**config.mk**
```make
export PLATFORM = sky130hd
export DESIGN_NAME = piso_serializer
export DESIGN_NICKNAME = d
export VERILOG_FILES = /design/src/rtl/piso_serializer.sv
export SDC_FILE = /design/constraint.sdc
export NUM_CORES = 1
export LEC_CHECK = 0
export CORE_MARGIN = 5
export CORE_UTILIZATION = 44
export CTS_CLUSTER_DIAMETER = 50
export DETAILED_ROUTE_END_ITERATION = 12
export PLACE_DENSITY = 0.87
export SYNTH_ARGS = -nofsm -noshare
export SYNTH_HDL_FRONTEND = slang
export SYNTH_SLANG_ARGS = --single-unit
```
**constraint.sdc**
```tcl
create_clock -name clk -period 1.8 [get_ports clk]
set_input_delay 0.36 -clock clk [delete_from_list [all_inputs] [get_ports clk]]
set_output_delay 0.36 -clock clk [all_outputs]
set_load 0.01 [all_outputs]
```
**src/rtl/piso_serializer.sv**
```systemverilog
// piso_serializer: parallel-in, serial-out shift engine.
//
// Accepts an N-bit word over a din_valid/din_ready handshake and emits it one bit per accepted
// serial beat on sout/sout_valid/sout_ready, with sout_last marking the final bit of each word.
// The final beat of a word and the load of the next word can share an edge, so back-to-back
// words stream with no idle cycle.
//
// Build option: define PISO_LSB_FIRST_EN to emit LSB first (shift right). Left undefined, the
// word goes out MSB first (shift left). Handshake, latency and sout_last timing are the same in
// both builds.

module piso_serializer #(
    parameter int unsigned N = 8
) (
    input  logic         clk,
    input  logic         reset,
    input  logic [N-1:0] din,
    input  logic         din_valid,
    output logic         din_ready,
    output logic         sout,
    output logic         sout_valid,
    input  logic         sout_ready,
    output logic         sout_last,
    output logic         busy
);

    // Counter holds the number of beats still to go after the current one.
    localparam int unsigned    CntW   = (N > 1) ? $clog2(N) : 1;
    localparam logic [CntW-1:0] CntMax = CntW'(N - 1);

    typedef enum logic [0:0] {
        StIdle,
        StShift
    } state_e;

    state_e          r_state;
    state_e          w_state_d;
    logic [N-1:0]    r_shift;
    logic [N-1:0]    w_shift_d;
    logic [N-1:0]    w_shift_adv;
    logic [CntW-1:0] r_cnt;
    logic [CntW-1:0] w_cnt_d;
    logic            w_load;
    logic            w_beat;
    logic            w_cnt_zero;

`ifdef PISO_LSB_FIRST_EN
    // LSB first: the output end is bit 0, so the register moves right.
    assign w_shift_adv = {1'b0, r_shift[N-1:1]};
    assign sout        = r_shift[0];
`else
    // MSB first: the output end is bit N-1, so the register moves left.
    assign w_shift_adv = {r_shift[N-2:0], 1'b0};
    assign sout        = r_shift[N-1];
`endif

    // Handshake decode. din_ready opens on the final beat so the next word loads on that edge.
    always_comb begin
        sout_valid = (r_state == StShift);
        busy       = sout_valid;
        w_cnt_zero = (r_cnt == '0);
        sout_last  = sout_valid & w_cnt_zero;
        din_ready  = (r_state == StIdle) | (sout_last & sout_ready);
        w_load     = din_valid & din_ready;
        w_beat     = sout_valid & sout_ready;
    end

    // Next-state logic: a load always wins, since it can only coincide with the final beat.
    always_comb begin
        w_state_d = r_state;
        w_shift_d = r_shift;
        w_cnt_d   = r_cnt;
        if (w_load) begin
            w_state_d = StShift;
            w_shift_d = din;
            w_cnt_d   = CntMax;
        end else if (w_beat) begin
            if (w_cnt_zero) begin
                // Register is left unshifted so sout keeps showing the last bit while idle.
                w_state_d = StIdle;
            end else begin
                w_shift_d = w_shift_adv;
                w_cnt_d   = r_cnt - CntW'(1);
            end
        end
    end

    // State register with synchronous reset taking priority over load and beat.
    always_ff @(posedge clk) begin
        if (reset) begin
            r_state <= StIdle;
            r_shift <= '0;
            r_cnt   <= '0;
        end else begin
            r_state <= w_state_d;
            r_shift <= w_shift_d;
            r_cnt   <= w_cnt_d;
        end
    end

endmodule
```
==> flow_summary_export.csv <==
group,metric,value,unit
clocking,cts_num_sinks,12,
critical_path,reg2reg_slack,230,ps
synthesis,yosysTopAreaCell,"dfxtp_1",
sta,finalSetupTns,0,ps
critical_path,crit_type,"reg2out",
global_routing,track_usage,13.07,%
floorplan,die_h,46.48,um
clocking,hold_buffers,0,
synthesis,synthArstFlopShare,0,%
status,outcome,"finished clean",
floorplan,core_area,1285,um2
synthesis,yosys_most_used_dff,"dfxtp_1",
clocking,clockBufferDepth,2,
worst_hold_path,hold_class,"reg2reg",
layout,drive_gt1_share,24.36,%
critical_path,required,1440,ps
layout,fin_nets,93,
synthesis,synthTopCellsByArea,"dfxtp_1, o221a_1, inv_1",
critical_path,end_kind,"output port",
route,via_per_inst,5.333,
critical_path,startpoint_type,"flip-flop",
placed_design,portBuffers,16,
worst_hold_path,holdPathStages,1,
floorplan,initial_utilization,45.57,%
sta,whs,491.0,ps
synthesis,netlist_area,585.6,um2
global_routing,grt_pass1_wl,1.938,mm
floorplan,boundaryPins,17,
route,drc,0,
route,num_vias,496,
placed_design,gp_congestion,0.7599,
global_routing,first_global_vias,482,
synthesis,synth_cells,59,
synthesis,synth-seq-area-share,41.03,%
sta,relSlewSlack,63.96,%
sta,tightestPinTransition,538.9,ps
floorplan,die_area,2160,um2
route,drt_first_pass_iters,4,
route,drt-total-wl,1.209,mm
sta,rsz0062_at_grt,"false",
synthesis,synth_top_area_share,41.03,%
route,drtIter0Drc,8,
floorplan,rows,13,
layout,areaGrowthSynthToFinish,36.11,%
sta,post-route-period-util,96.62,%
clocking,clockRootBuffer,"clkbuf_4",
sta,fmaxAchievable,575.0,MHz
critical_path,r2r-start,"r_cnt[0]$_SDFFE_PP0P_",
layout,stdcell_area,797.0,um2
critical_path,crit_start,"r_cnt[0]$_SDFFE_PP0P_",
sta,skew,5.032,ps
placed_design,dpl-instance-area,758.2,um2
route,ant_nets,0,
synthesis,synth_warnings,0,
clocking,clk_pin_slew,80,ps
clocking,clock_latency,280,ps
layout,n_fill_cell,113,
placed_design,post-dp-hpwl,842,um
synthesis,synth_nets,73,
clocking,htreeDepth,1,
synthesis,synth_edf_count,0,
floorplan,die_x,46.48,um
power_and_ir_drop,leakage,0.3211,nW
sta,hold_violations,0,
power_and_ir_drop,peakVddDrop,0.5060,mV
clocking,cts_tree,"done",
synthesis,synth_area_per_cell,9.925,um2
sta,finalSetupViolations,0,
worst_hold_path,worst_hold_path.endpoint,"r_cnt[1]$_SDFFE_PP0P_",
job,maxCapViolCount,0,
global_routing,grt_max_degree,13,
global_routing,antenna_found_initial,0,
synthesis,synth.top_cells.by_count,"dfxtp_1, inv_1, a21oi_1, o221a_1",
layout,antenna_cells,0,
critical_path,r2r_end,"r_shift[6]$_SDFFE_PP0P_",
global_routing,grt.overflow.total,0,
synthesis,synth-seq-cells,12,
clocking,cts_made_buffers,3,
synthesis,yosys.cell_count.top_type,"dfxtp_1",
synthesis,synth_cell_type_count,18,
sta,drv_slew,0,
route,wire_per_inst,13.00,um
critical_path,critical_path_arrival,1380,ps
critical_path,worstRegToRegCells,6,
power_and_ir_drop,pwr_density_cell,859.9,nW/um2
worst_hold_path,hold_start,"r_cnt[1]$_SDFFE_PP0P_",
critical_path,path_max_fanout,4,
sta,finalCriticalPeriod,1739,ps
==> power breakdown <==
part | switching (mW) | internal, mW | total [mW]
clock | 0.0945 | 0.123 | 0.218
combinational | 0.0687 | 0.0889 | 0.158
sequential | 0.0155 | 0.295 | 0.310
total | 0.179 | 0.507 | 0.685
==> sequential cells by signal, indices dropped and copies added (netlist names) <==
signal   flops
r_shift      8
r_cnt        3
busy         1
==> worst max-delay path by stage <==
stage / slack (ps) / endpoint / depth (start not counted)
floorplan: 400 / r_shift[1]$_SDFFE_PP0P_ / 7
finish: 60 / din_ready / 5
global placement: -80 / din_ready / 3
CTS: 10 / sout_last / 5
global route: 20 / din_ready / 5
detailed placement: -80 / din_ready / 3
==> repair_timing <==
action / in CTS / in global routing
gates cloned: 0 / 0
setup buffers: 1 / 0
pin swaps: 1 / 2
resized for setup: 9 / 1
setup endpoints to repair: 2 / 2
==> layout by cell type (no fill, tap or decap) <==
master / n
clkdlybuf4s50_1: 14
inv_1: 11
dfxtp_1: 10
o221a_1: 7
a21oi_1: 7
o21a_1: 4
a21oi_2: 4
clkbuf_4: 3
buf_4: 2
dfxtp_2: 2
and2_1: 1
a21bo_2: 1
nor2b_1: 1
nand2b_1: 1
nand2_2: 1
and3b_1: 1
o21bai_1: 1
a221oi_2: 1
ha_1: 1
ha_2: 1
clkbuf_8: 1
buf_2: 1
clkbuf_2: 1
buf_12: 1
==> through the flow <==
stage | util (%) | instances | setup slack (ps) | total power [mW]
after global placement | 59.01 | 88 | -81.90 | 0.4656
final | 62.03 | 93 | 60.86 | 0.6853
after floorplan | - | 59 | 395.5 | 0.4097
after CTS | 62.41 | 93 | 11.41 | 0.6928
after global routing | 62.03 | 93 | 15.64 | 0.7215
after detailed placement | 59.01 | 88 | -83.19 | 0.4711
==> layer usage <==
metal | track usage, % | up-vias | part of all wire (%)
li1 | - | 245 | -
met2 | 21.70 | 16 | 49
met3 | 7.031 | 2 | 7.9
met1 | 12.99 | 233 | 42
met5 | 0 | - | 0
met4 | 6.818 | 0 | 0.74
==> area by class of cell <==
class	instances	area (um2)	share of cell area, %
Inverter	11	41.29	5.181
Clock buffer	4	36.28	4.553
Multi-Input combinational cell	32	272.8	34.22
Tap cell	15	18.77	2.355
Timing Repair Buffer	19	185.2	23.23
Sequential cell	12	242.7	30.46
==> kinds of logic after synthesis <==
family	share of synthesized area (%)
AND/OR/NAND/NOR	5.772
adder cells (fa/ha/maj)	4.273
flip-flops	41.03
AO/OA/AOI/OAI	36.11
buffers and inverters	12.82
==> critical path: stages (launching register included) <==
cell and delay (ps):
dfxtp_2 340, inv_1 40, ha_1 190, ha_2 190, a21bo_2 200, buf_2 140
Note: power is estimated with default switching activity, not from simulation.
